<file path="config.mk">
export PLATFORM = sky130hd
export DESIGN_NAME = pulse_voice_alloc
export DESIGN_NICKNAME = d
export VERILOG_FILES = /design/src/rtl/gb_midi_pkg.sv /design/src/rtl/voice_slot.sv /design/src/rtl/pulse_voice_alloc.sv
export SDC_FILE = /design/constraint.sdc
export NUM_CORES = 1
export LEC_CHECK = 0
export ABC_AREA = 1
export CAP_MARGIN = 40
export CORE_MARGIN = 2
export CORE_UTILIZATION = 40
export CTS_CLUSTER_DIAMETER = 60
export CTS_CLUSTER_SIZE = 14
export DETAILED_ROUTE_END_ITERATION = 8
export HOLD_SLACK_MARGIN = 0.02
export MAX_ROUTING_LAYER = met4
export SLEW_MARGIN = 20
export SYNTH_ARGS = -nofsm -noshare
export SYNTH_HDL_FRONTEND = slang
export SYNTH_HIERARCHICAL = 1
export SYNTH_SLANG_ARGS = --single-unit
</file>
<file path="constraint.sdc">
create_clock -name clk -period 2.1 [get_ports clk]
set_input_delay 0.42 -clock clk [delete_from_list [all_inputs] [get_ports clk]]
set_output_delay 0.42 -clock clk [all_outputs]
set_load 0.05 [all_outputs]
</file>
<file path="src/rtl/gb_midi_pkg.sv">
// Shared types for the MIDI-driven pulse-voice logic: note/velocity widths,
// the allocator FSM states and the per-voice register layout.
package gb_midi_pkg;

  localparam int NOTE_W    = 7;
  localparam int VEL_W     = 7;
  // Storage width of the age field; a slot saturates at its own (smaller) limit.
  localparam int AGE_MAX_W = 16;

  typedef enum logic [1:0] {
    IDLE  = 2'd0,
    SCAN  = 2'd1,
    APPLY = 2'd2
  } alloc_state_t;

  typedef struct packed {
    logic                 on;
    logic [NOTE_W-1:0]    note;
    logic [VEL_W-1:0]     vel;
    logic [AGE_MAX_W-1:0] age;
  } voice_t;

  // Increment that sticks at age_max instead of wrapping.
  function automatic logic [AGE_MAX_W-1:0] age_sat_inc(input logic [AGE_MAX_W-1:0] age,
                                                       input logic [AGE_MAX_W-1:0] age_max);
    return (age >= age_max) ? age_max : age + AGE_MAX_W'(1);
  endfunction

endpackage

</file>
<file path="src/rtl/voice_slot.sv">
// One pulse voice: gate/note/velocity/age register with load (new or stolen
// note), retrigger (same note, new velocity), release, saturating aging and
// a panic clear. retrig_pulse is high for the single clock after a retrigger.
module voice_slot
  import gb_midi_pkg::*;
#(
  parameter int AGE_W = 8
) (
  input  logic              clk,
  input  logic              reset_n,
  input  logic              en,
  input  logic              clr,
  input  logic              load,
  input  logic              retrig,
  input  logic              rel,
  input  logic              age_inc,
  input  logic [NOTE_W-1:0] new_note,
  input  logic [VEL_W-1:0]  new_vel,
  output voice_t            voice,
  output logic              retrig_pulse
);

  localparam logic [AGE_MAX_W-1:0] AGE_MAX = AGE_MAX_W'((1 << AGE_W) - 1);

  voice_t voice_reg;
  logic   retrig_pulse_reg;

  // Voice state update; clear wins, then the one-hot apply commands, then aging.
  always_ff @(posedge clk or negedge reset_n) begin
    if (!reset_n) begin
      voice_reg        <= '0;
      retrig_pulse_reg <= 1'b0;
    end else begin
      retrig_pulse_reg <= en & ~clr & retrig;
      if (en) begin
        if (clr) begin
          voice_reg <= '0;
        end else if (load) begin
          voice_reg <= '{on: 1'b1, note: new_note, vel: new_vel, age: '0};
        end else if (retrig) begin
          voice_reg.vel <= new_vel;
          voice_reg.age <= '0;
        end else if (rel) begin
          voice_reg <= '0;
        end else if (age_inc && voice_reg.on) begin
          voice_reg.age <= age_sat_inc(voice_reg.age, AGE_MAX);
        end
      end
    end
  end

  assign voice        = voice_reg;
  assign retrig_pulse = retrig_pulse_reg;

endmodule

</file>
<file path="src/rtl/pulse_voice_alloc.sv">
// Pulse-voice allocator: accepts note events, scans the voices one per
// enabled cycle, then retriggers a voice holding the note, takes the lowest
// free voice, or steals the oldest one.
module pulse_voice_alloc
  import gb_midi_pkg::*;
#(
  parameter int NUM_VOICES = 2,
  parameter int AGE_W      = 8
) (
  input  logic                         clk,
  input  logic                         reset_n,
  input  logic                         en,
  input  logic                         all_off,
  input  logic                         ev_valid,
  output logic                         ev_ready,
  input  logic                         ev_on,
  input  logic [NOTE_W-1:0]            ev_note,
  input  logic [VEL_W-1:0]             ev_vel,
  output logic [NUM_VOICES-1:0]        voice_on,
  output logic [NOTE_W*NUM_VOICES-1:0] voice_note,
  output logic [VEL_W*NUM_VOICES-1:0]  voice_vel,
  output logic [NUM_VOICES-1:0]        voice_repeat,
  output logic                         busy
);

  localparam int IDX_W = (NUM_VOICES > 1) ? $clog2(NUM_VOICES) : 1;
  localparam logic [IDX_W-1:0] LAST_IDX = IDX_W'(NUM_VOICES - 1);

  alloc_state_t         state_reg, state_next;
  logic [IDX_W-1:0]     idx_reg, idx_next;
  logic                 cap_on_reg, cap_on_next;
  logic [NOTE_W-1:0]    cap_note_reg, cap_note_next;
  logic [VEL_W-1:0]     cap_vel_reg, cap_vel_next;
  logic                 match_found_reg, match_found_next;
  logic [IDX_W-1:0]     match_idx_reg, match_idx_next;
  logic                 free_found_reg, free_found_next;
  logic [IDX_W-1:0]     free_idx_reg, free_idx_next;
  logic                 old_found_reg, old_found_next;
  logic [IDX_W-1:0]     old_idx_reg, old_idx_next;
  logic [AGE_MAX_W-1:0] old_age_reg, old_age_next;

  voice_t           voices [NUM_VOICES];
  voice_t           cur;
  logic             apply_fire;
  logic [IDX_W-1:0] target_idx;

  assign ev_ready   = en & ~all_off & (state_reg == IDLE);
  assign busy       = (state_reg != IDLE);
  assign cur        = voices[idx_reg];
  assign apply_fire = en & ~all_off & (state_reg == APPLY);

  // Voice chosen by the apply step: match first, then lowest free, then oldest.
  always_comb begin
    target_idx = match_idx_reg;
    if (cap_on_reg && !match_found_reg) begin
      target_idx = free_found_reg ? free_idx_reg : old_idx_reg;
    end
  end

  // Next-state logic: capture in IDLE, one voice per cycle in SCAN, APPLY returns to IDLE.
  always_comb begin
    state_next       = state_reg;
    idx_next         = idx_reg;
    cap_on_next      = cap_on_reg;
    cap_note_next    = cap_note_reg;
    cap_vel_next     = cap_vel_reg;
    match_found_next = match_found_reg;
    match_idx_next   = match_idx_reg;
    free_found_next  = free_found_reg;
    free_idx_next    = free_idx_reg;
    old_found_next   = old_found_reg;
    old_idx_next     = old_idx_reg;
    old_age_next     = old_age_reg;
    if (all_off) begin
      state_next = IDLE;
      idx_next   = '0;
    end else begin
      case (state_reg)
        IDLE: begin
          if (ev_valid) begin
            // A note-on with zero velocity is treated as a note-off.
            cap_on_next      = ev_on & (ev_vel != '0);
            cap_note_next    = ev_note;
            cap_vel_next     = ev_vel;
            match_found_next = 1'b0;
            match_idx_next   = '0;
            free_found_next  = 1'b0;
            free_idx_next    = '0;
            old_found_next   = 1'b0;
            old_idx_next     = '0;
            old_age_next     = '0;
            idx_next         = '0;
            state_next       = SCAN;
          end
        end
        SCAN: begin
          if (!match_found_reg && cur.on && (cur.note == cap_note_reg)) begin
            match_found_next = 1'b1;
            match_idx_next   = idx_reg;
          end
          if (!free_found_reg && !cur.on) begin
            free_found_next = 1'b1;
            free_idx_next   = idx_reg;
          end
          // Strict compare keeps the lowest index on equal ages.
          if (cur.on && (!old_found_reg || (cur.age > old_age_reg))) begin
            old_found_next = 1'b1;
            old_idx_next   = idx_reg;
            old_age_next   = cur.age;
          end
          if (idx_reg == LAST_IDX) begin
            state_next = APPLY;
          end else begin
            idx_next = idx_reg + IDX_W'(1);
          end
        end
        APPLY: begin
          state_next = IDLE;
        end
        default: begin
          state_next = IDLE;
        end
      endcase
    end
  end

  // State and scan-result registers advance only on enabled cycles.
  always_ff @(posedge clk or negedge reset_n) begin
    if (!reset_n) begin
      state_reg       <= IDLE;
      idx_reg         <= '0;
      cap_on_reg      <= 1'b0;
      cap_note_reg    <= '0;
      cap_vel_reg     <= '0;
      match_found_reg <= 1'b0;
      match_idx_reg   <= '0;
      free_found_reg  <= 1'b0;
      free_idx_reg    <= '0;
      old_found_reg   <= 1'b0;
      old_idx_reg     <= '0;
      old_age_reg     <= '0;
    end else if (en) begin
      state_reg       <= state_next;
      idx_reg         <= idx_next;
      cap_on_reg      <= cap_on_next;
      cap_note_reg    <= cap_note_next;
      cap_vel_reg     <= cap_vel_next;
      match_found_reg <= match_found_next;
      match_idx_reg   <= match_idx_next;
      free_found_reg  <= free_found_next;
      free_idx_reg    <= free_idx_next;
      old_found_reg   <= old_found_next;
      old_idx_reg     <= old_idx_next;
      old_age_reg     <= old_age_next;
    end
  end

  generate
    for (genvar gi = 0; gi < NUM_VOICES; gi++) begin : g_voice
      logic is_tgt;
      assign is_tgt = (target_idx == IDX_W'(gi));

      voice_slot #(
        .AGE_W(AGE_W)
      ) u_slot (
        .clk          (clk),
        .reset_n      (reset_n),
        .en           (en),
        .clr          (all_off),
        .load         (apply_fire & cap_on_reg & ~match_found_reg & is_tgt),
        .retrig       (apply_fire & cap_on_reg & match_found_reg & is_tgt),
        .rel          (apply_fire & ~cap_on_reg & match_found_reg & is_tgt),
        .age_inc      (apply_fire & cap_on_reg & ~is_tgt),
        .new_note     (cap_note_reg),
        .new_vel      (cap_vel_reg),
        .voice        (voices[gi]),
        .retrig_pulse (voice_repeat[gi])
      );

      assign voice_on[gi]                   = voices[gi].on;
      assign voice_note[NOTE_W*gi +: NOTE_W] = voices[gi].note;
      assign voice_vel[VEL_W*gi +: VEL_W]    = voices[gi].vel;
    end
  endgenerate

endmodule

</file>
; Yosys cells after proc, flatten, opt, wreduce, memory -nomap -nowiden
; Index checks and enable logic that the tools add are counted.
[op_classes]
addsub = 3
reduce_logical = 35
n_bitwise = 24
muxes = 44
eq_ne = 11
order_cmp = 4
[ops]
columns = operator, count
row1 = two-way mux 31 bit, 7
row2 = two-way mux 16 bit, 8
row3 = two-way mux 23 bit, 2
row4 = "adder 16 x 1 -> 16 bit, second input constant", 2
row5 = "greater-or-equal comparator 16 x 8 -> 1 bit, second input constant", 2
row6 = case mux 16 bit (2 select lines), 1
row7 = two-way mux 15 bit, 2
row8 = AND 1 bit, 19
row9 = greater-than comparator 16 bit, 1
row10 = two-way mux 8 bit, 2
row11 = AND reduction 5 bit, 3
row12 = case mux 1 bit (2 select lines), 7
row13 = AND reduction 3 bit, 4
row14 = two-way mux 1 bit, 11
row15 = nonzero test 5 bit, 2
row16 = nonzero test 3 bit, 3
row17 = "inequality test 2 bit, second input constant", 4
row18 = AND reduction 2 bit, 4
row19 = nonzero test 4 bit, 2
row20 = == test 7 bit, 1
row21 = logical AND 1 bit, 7
row22 = nonzero test 7 bit, 1
row23 = two-way mux 2 bit, 3
row24 = "inequality test 3 x 2 -> 1 bit, second input constant", 2
row25 = 13 further kinds, 21
[totals]
out_inout_bits = 34
register_bits = 104

; Longest topological paths before layout
; Gate-level depths: netlist (run 1).
[logic_depth]
word_depth = 11
ltp_mapped = 21
ltp_nobuf = 18

; By module
; The synthesis (run 1) kept the hierarchy.
[modules_own_cells]
columns = module, n_inst, seq_area_each_um2, area_per_inst_um2, cells_each
row1 = voice_slot, 2, 800.8, 1525.2, 193
row2 = pulse_voice_alloc, 1, 1001.0, 2700.1, 395

; Worst setup path before layout (run 1)
; OpenSTA, ideal clock, no wires.
[synth_path]
path_type = register -> register
start = reg idx_reg
end = reg old_age_reg[14]
setup_slack_ps = -171
required_ps = 1984
setup_ps = 116
path_stages_with_launch = 21
t_arrival_ps = 2154
cell_sequence = dfrtp_1 buf_4 inv_4 buf_6 buf_2 nand2_1 nand2_1 ha_1 nand2_1 inv_1 o21ai_1 nand2_1 a21oi_1 nand2_1 nand2_1 nand2_1 nand2_4 nand2_4 buf_6 nand2_1 nand2_1
[synth_via]
elab_chain_cells = 9
[synth_lines]
columns = element, line
row1 = from (decl), pulse_voice_alloc.sv:30  ; logic [IDX_W-1:0] idx_reg, idx_next;
row2 = from (signal assigned), pulse_voice_alloc.sv:144  ; idx_reg <= idx_next;
row3 = inverter 1 -> 2 bit (not written as such) *, pulse_voice_alloc.sv:49  ; assign cur = voices[idx_reg];
row4 = two-way mux 31 bit (not written as such) * (3 in a row), pulse_voice_alloc.sv:49
row5 = greater-than comparator 16 bit, pulse_voice_alloc.sv:106  ; if (cur.on && (!old_found_reg || (cur.age > old_age_reg))) begin
row6 = logical OR 1 bit, pulse_voice_alloc.sv:106
row7 = logical AND 1 bit, pulse_voice_alloc.sv:106
row8 = inequality test 2 bit (no source line), --
row9 = AND reduction 5 bit (no source line), --
row10 = to (signal assigned), pulse_voice_alloc.sv:154  ; old_age_reg <= old_age_next;
row11 = to (decl), pulse_voice_alloc.sv:40  ; logic [AGE_MAX_W-1:0] old_age_reg, old_age_next;
; Every way passes the cells marked *; elsewhere a longest branch is shown, timed or not. The select of a mux whose other input is x is not followed.
; A chain may end at the register's enable or synchronous reset.

; Worst setup path after layout (run 1)
[layout_path]
start = reg idx_reg
end = reg old_age_reg[15]
; Same word-level chain as after synthesis.

==> results of run 1 <==
==> per-layer routing <==
metal	vias to the layer above	part of all wire (%)
li1	2631	-
met1	2467	46
met2	92	50
met3	22	2.8
met4	0	2.1
met5	-	0
==> report_power, final <==
part	switching [µW]	total, µW	internal (µW)	leakage [µW]
registers	202	2410	2210	0.00142
clock network	783	1710	924	0.000134
logic	972	1510	543	0.00221
total	1960	5630	3680	0.00377
==> how the worst max path moves through the flow <==
stage	slack (ns)	from	depth (start not counted)	end
floorplan	-0.05	idx_reg$_DFFE_PN0P_	20	old_age_reg[14]$_DFFE_PN0P_
global placement	-0.41	en	14	g_voice[0].u_slot/voice[5]$_DFFE_PN0P_
detailed placement	-0.53	en	13	g_voice[0].u_slot/voice[13]$_DFFE_PN0P_
CTS	-0.15	idx_reg$_DFFE_PN0P_	19	old_age_reg[11]$_DFFE_PN0P_
global route	-0.30	idx_reg$_DFFE_PN0P_	19	old_age_reg[7]$_DFFE_PN0P_
finish	-0.20	idx_reg$_DFFE_PN0P_	17	old_age_reg[15]$_DFFE_PN0P_
==> cells by family (layout without fill, tap and decap cells) <==
| group | after synthesis | in the layout | share of synthesized area (%) |
|---|---|---|---|
| simple gates | 432 | 434 | 31.7 |
| xor+xnor | 5 | 5 | 0.762 |
| compound gates | 79 | 79 | 7.62 |
| buf+inv | 142 | 247 | 10.6 |
| mux | 1 | 1 | 0.174 |
| flops | 104 | 104 | 45.3 |
| fa+ha+maj | 18 | 18 | 3.92 |
==> area by class of cell <==
class,count,area (µm²)
fill,1291,6250
inverter,123,477
sequential,104,2600
timing repair inverter,1,8.76
multi-input combinational,537,3020
clock buffer,9,225
clock inverter,6,70.1
timing repair buffer,108,1110
tap,180,225
==> Yosys cell counts, types with 3 or more instances <==
cell type,n
nand2_1,275
inv_1,118
dfrtp_1,104
nand3_1,71
nor2_1,57
o21ai_0,29
a21oi_1,24
ha_1,18
o22ai_1,14
buf_2,10
buf_6,7
nor2_2,7
nand2_2,6
nor3_1,5
o21ai_1,4
a21oi_2,3
inv_2,3
nor2_4,3
xor2_1,3
==> metrics by stage <==
step / power, µW / worst slack [ns] / instances / TNS [ns]
CTS: 5600 / -0.147 / 1067 / -2.20
floorplan: 3230 / -0.0492 / 781 / -0.492
finish: 5630 / -0.204 / 1068 / -3.13
global placement: 3670 / -0.415 / 1040 / -25.72
detailed placement: 3680 / -0.530 / 1040 / -32.95
global route: 5940 / -0.299 / 1068 / -4.87
==> tightest hold or removal path: cells and delay by family, from the launching register on <==
family | cells | cell delay, ns
AO/OA/AOI/OAI | 1 | 0.06
AND/OR/NAND/NOR | 1 | 0.05
flip-flops | 1 | 0.35
==> what timing repair did <==
action	in CTS	in global routing
cloned	4	1
pin swaps	18	17
gates resized for setup	62	42
hold buffers	1	0
setup endpoints to repair	73	74
endpoints found under the hold margin	26	0
setup buffers	7	0
==> impl_metrics.csv, run 1 <==
group,metric,value,unit
status,run_status,"finished, violations left",
status,violations,"setup timing",
global_route,grt_start_max_net_pins,55,
hold_path,hold_depth,2,
critical_path,cp-end-kind,"register",
floorplanning,core,0.0140,mm²
power,ir_drop,0.488,mV
synthesis,synth-edff-count,0,
timing,finalCriticalPeriod,2.30,ns
placed_design,io_buffer_count,53,
floorplanning,start_util,41.1,%
detailed_routing,via_count,5212,
synthesis,synth_cells,781,
power,power.density,728,mW/mm²
global_route,grt_pass1_wl,25400,µm
cts,cts.path.max_buffers,2,
global_route,grt-ovfl-total,0,
timing,finalHoldWorstSlack,0.492,ns
placed_design,dpl_cell_area,0.00682,mm²
global_route,grt_use_total,22.0,%
timing,hold_viol,0,
critical_path,required,2.34,ns
timing,fin_skew,0.00746,ns
placed_design,dp_hpwl,10500,µm
final_layout,final_common_cell,"nand2_1",
floorplanning,fp-row-count,43,
floorplanning,ios,54,
critical_path,critPathMaxStageDelay,0.45,ns
critical_path,cp_slowest_cell,"dfrtp_2",
critical_path,start_kind,"register",
critical_path,timing.rr.start,"idx_reg$_DFFE_PN0P_",
floorplanning,die-area,0.0154,mm²
global_route,grt_util_met2,36.7,%
synthesis,synthArstFlopShare,100,%
detailed_routing,drc,0,
final_layout,area_growth_syn_to_layout,34.6,%
critical_path,path_cells,"buf_12 -> buf_12 -> nand2_4 -> nand2_1 -> ha_1 -> nand2_2 -> nor2_2 -> nand2_1 -> nand2_1 -> nand2_1 -> nand2_1 -> nand2_2 -> nand2_4 -> nand2_8 -> clkbuf_16 -> nand3_2 -> nand2_1",
timing,max_freq,434,MHz
synthesis,ys_seq_area_share,45.3,%
critical_path,worst_ep_arrival_time,2.55,ns
detailed_routing,detailedRoute.firstPassIterationCount,4,
critical_path,worstPathMaxFanout,7,
synthesis,synth_largest_area_cell,"dfrtp_1",
global_route,top_usage_layer,"met2",
detailed_routing,viasPerCell,4.88,
final_layout,largest_reg_flops,62,
hold_path,hp-start,"g_voice[1].u_slot/voice[22]$_DFFE_PN0P_",
synthesis,synth_ff_type,"dfrtp_1",
detailed_routing,ant_nets,0,
hold_path,hold_class,"reg2reg",
final_layout,final_layout_size_suffix_gt1_share,20.2,%
timing,fin_crit_sh,110,%
synthesis,ys_ff_latch,104,
cts,clk_latency,0.35,ns
critical_path,r2r_cells,17,
placed_design,gp_congestion,0.876,
synthesis,syn_avg_cell_area,7.36,µm²
critical_path,path_common_cell,"nand2_1",
final_layout,layout_common_cells,"nand2_1, inv_1, dfrtp_1, nand3_1, nor2_1",
hold_path,hold-path-endpoint,"g_voice[1].u_slot/voice[22]$_DFFE_PN0P_",
floorplanning,die_w,124,µm
synthesis,yosysWarnings,6,
synthesis,syn_nets,819,
timing,relSlewSlack,65.4,%
critical_path,rrSetupSlack,-0.20,ns
global_route,grt_pass1_vias,5474,
cts,cts_tree,"yes",
synthesis,synthesis.area,0.00575,mm²
cts,cts_buffers,9,
critical_path,r2r_end,"old_age_reg[15]$_DFFE_PN0P_",
timing,worst_slack,-0.204,ns
final_layout,final_cell_area,0.00774,mm²
global_route,antenna_found_initial,0,
global_route,grt_use_met3,3.48,%
cts,root_buffer,"clkbuf_16",
detailed_routing,wl_per_cell,14.2,µm
timing,rsz0062_at_grt,"yes",
detailed_routing,drt-total-wl,15200,µm
final_layout,diodes,0,
final_layout,fin_util,55.3,%
critical_path,setup.worst_path.class,"reg2reg",
detailed_routing,first_iter_violations,266,
cts,htree_levels,3,
global_route,grtUsageMet1,27.4,%
critical_path,crit_buf_inv,3,
floorplanning,die_height,124,µm
timing,worst_pin_slew,0.517,ns
critical_path,cp_top_family,"simple AND/OR/NAND/NOR gates",
final_layout,fin_nets,922,
timing,setup_violations,17,
power,p_leak,0.00377,µW
cts,cts.reportedPaths.clkPinSlew,0.07,ns
synthesis,synth_area_leaders,"dfrtp_1, nand2_1, inv_1",
synthesis,yosysTopAreaCellShare,45.3,%
synthesis,yosysUniqueCellTypes,33,
cts,clock_sinks,104,
timing,slew_violations,0,
job,max_cap_violations,0,
Note: power is estimated with default switching activity, not from simulation.
==> run 2: changes to the inputs <==
--- a/config.mk
+++ b/config.mk
@@ -7,13 +7,17 @@
 export LEC_CHECK = 0
 export ABC_AREA = 1
 export CAP_MARGIN = 40
+export CELL_PAD_IN_SITES_DETAIL_PLACEMENT = 1
+export CELL_PAD_IN_SITES_GLOBAL_PLACEMENT = 1
+export CORE_ASPECT_RATIO = 1.75
 export CORE_MARGIN = 2
-export CORE_UTILIZATION = 40
+export CORE_UTILIZATION = 38
 export CTS_CLUSTER_DIAMETER = 60
 export CTS_CLUSTER_SIZE = 14
 export DETAILED_ROUTE_END_ITERATION = 8
 export HOLD_SLACK_MARGIN = 0.02
 export MAX_ROUTING_LAYER = met4
+export PLACE_DENSITY = 0.87
 export SLEW_MARGIN = 20
 export SYNTH_ARGS = -nofsm -noshare
 export SYNTH_HDL_FRONTEND = slang
==> run 2 against run 1 <==
  * The flow still finishes with violations (setup timing)
  * Register-to-register slack got worse by 0.28 ns
  * Non-clock buffer count is 30 higher
  * Clock skew up 0.0090 ns
  * Sequential power about the same
  * Maximum frequency is 11% lower
  * Sequential share of layout area down 0.75 points
  * Combinational power up 19%
  * Largest power group unchanged
  * Highest routed layer unchanged
==> impl_metrics.csv, run 2 (synthesized netlist as in run 1, its figures left out) <==
group,metric,value,unit
power,ir_drop,0.608,mV
timing,rsz0062_at_grt,"yes",
final_layout,largest_reg_flops,62,
cts,cts_hold_buf,0,
floorplanning,die_height,167,µm
detailed_routing,wl_per_cell,22.2,µm
cts,root_buffer,"clkbuf_16",
status,violations,"setup timing",
placed_design,dp_hpwl,13300,µm
cts,cts.path.max_buffers,2,
cts,cts.reportedPaths.clkPinSlew,0.08,ns
final_layout,layout_common_cells,"nand2_1, inv_1, dfrtp_1, buf_4, nand3_1",
detailed_routing,first_iter_violations,437,
cts,clk_latency,0.37,ns
global_route,grt-ovfl-total,0,
floorplanning,fp-row-count,59,
cts,htree_levels,3,
timing,finalCriticalPeriod,2.59,ns
critical_path,setup.worst_path.class,"reg2reg",
detailed_routing,drt-total-wl,24400,µm
global_route,grt_use_total,28.0,%
power,p_leak,0.00388,µW
final_layout,final_common_cell,"nand2_1",
power,power.density,746,mW/mm²
job,max_cap_violations,0,
final_layout,fin_nets,952,
floorplanning,start_util,38.8,%
timing,hold_viol,0,
cts,cts_buffers,9,
placed_design,post-place-ws,-0.605,ns
detailed_routing,viasPerCell,5.61,
cts,clock_sinks,104,
global_route,grt_start_max_net_pins,38,
global_route,antenna_found_initial,0,
timing,setup_violations,18,
detailed_routing,ant_nets,0,
floorplanning,core,0.0148,mm²
cts,cts_tree,"yes",
timing,worst_slack,-0.489,ns
critical_path,worstPathMaxFanout,7,
critical_path,required,2.39,ns
detailed_routing,via_count,6172,
hold_path,hold_class,"in2async",
critical_path,worst_ep_arrival_time,2.88,ns
power,finalPower,5900,µW
critical_path,cp-end-kind,"register",
detailed_routing,drc,0,
floorplanning,ios,54,
timing,worst_pin_slew,0.676,ns
timing,relSlewSlack,54.8,%
timing,max_freq,386,MHz
final_layout,diodes,0,
final_layout,area_growth_syn_to_layout,37.7,%
floorplanning,die_w,97.0,µm
critical_path,rrSetupSlack,-0.49,ns
detailed_routing,detailedRoute.firstPassIterationCount,5,
timing,slew_violations,0,
global_route,grt_pass1_vias,6647,
timing,fin_skew,0.0165,ns
placed_design,io_buffer_count,53,
critical_path,start_kind,"register",
placed_design,gp_congestion,0.840,
status,run_status,"finished, violations left",
final_layout,final_layout_size_suffix_gt1_share,23.5,%
timing,fin_crit_sh,123,%
floorplanning,die-area,0.0162,mm²
global_route,grt_pass1_wl,34700,µm
-- run 2: cell types whose count changed in the layout (fill, tap and decap cells not counted), moves of 6 or more --
cell / change
nand2_2: +12
inv_1: -7
inv_2: +6
nor2_1: -8
nor2_4: +8
nand3_1: +10
nand3_2: -10
buf_4: +27
nand2_4: -7
-- run 2: worst max-delay path, stage by stage (launching register included) --
cell and delay (ns):
dfrtp_2 0.43, buf_12 0.16, buf_12 0.14, mux2i_4 0.28
ha_2 0.24, inv_2 0.04, nand2_2 0.05, nand2_1 0.06
nand2_1 0.06, nand2_1 0.06, nand2_1 0.06, nand2_1 0.07
nand2_1 0.08, nand2_1 0.06, nand2_2 0.11, nand2_4 0.08
nand2_8 0.16, clkbuf_16 0.18, nand3_1 0.08, nand2_1 0.10
-- run 2: worst paths after layout --
path,cells after the start,from,to
max,19,idx_reg$_DFFE_PN0P_,old_age_reg[2]$_DFFE_PN0P_
min,1,reset_n,g_voice[0].u_slot/voice[21]$_DFFE_PN0P_
max reg2reg,19,idx_reg$_DFFE_PN0P_,old_age_reg[2]$_DFFE_PN0P_
min reg2reg,2,old_age_reg[12]$_DFFE_PN0P_,old_age_reg[12]$_DFFE_PN0P_
max in group asynchronous,2,reset_n,idx_reg$_DFFE_PN0P_
min in group clk,2,old_age_reg[12]$_DFFE_PN0P_,old_age_reg[12]$_DFFE_PN0P_
-- run 2: layer usage --
metal / GRT usage (%) / up-vias / wire (µm)
met5: - / - / 0
met4: 16.0 / 0 / 1730
met3: 3.27 / 129 / 1050
met2: 52.4 / 265 / 13300
met1: 27.4 / 3078 / 8350
li1: - / 2700 / -
-- run 2: where the power goes --
group	switching, µW	total (µW)	internal (µW)	leakage (µW)
Clock	845	1660	813	0.000123
Combinational	1190	1800	612	0.00233
Sequential	235	2440	2210	0.00142
Total	2270	5900	3630	0.00388
-- run 2: cell type report --
cell class                 instances  area (µm²)
clock buffer                      10         229
clock inverter                     5        42.5
multi-input combinational        538        2950
tap                              183         229
timing repair buffer             138        1380
sequential                       104        2600
fill                            1753        6920
inverter                         123         479
-- run 2: metrics by stage --
| stage | area, µm² | TNS [ns] | hold WS, ns | cells | utilization, % |
|---|---|---|---|---|---|
| floorplan | 5800 | -0.492 | 0.124 | 781 | - |
| global placement | 7020 | -24.27 | 0.430 | 1066 | 47.3 |
| detailed placement | 7020 | -34.95 | 0.438 | 1066 | 47.3 |
| CTS | 7700 | -2.79 | 0.0517 | 1094 | 51.9 |
| global route | 7920 | -9.49 | 0.0693 | 1101 | 53.4 |
| finish | 7920 | -7.33 | 0.0375 | 1101 | 53.4 |
-- run 2: timing repair --
action / in CTS / in global routing
gates cloned: 4 / 2
resized for setup: 65 / 47
pin swaps: 15 / 23
setup endpoints to repair: 81 / 82
buffers inserted: 9 / 5
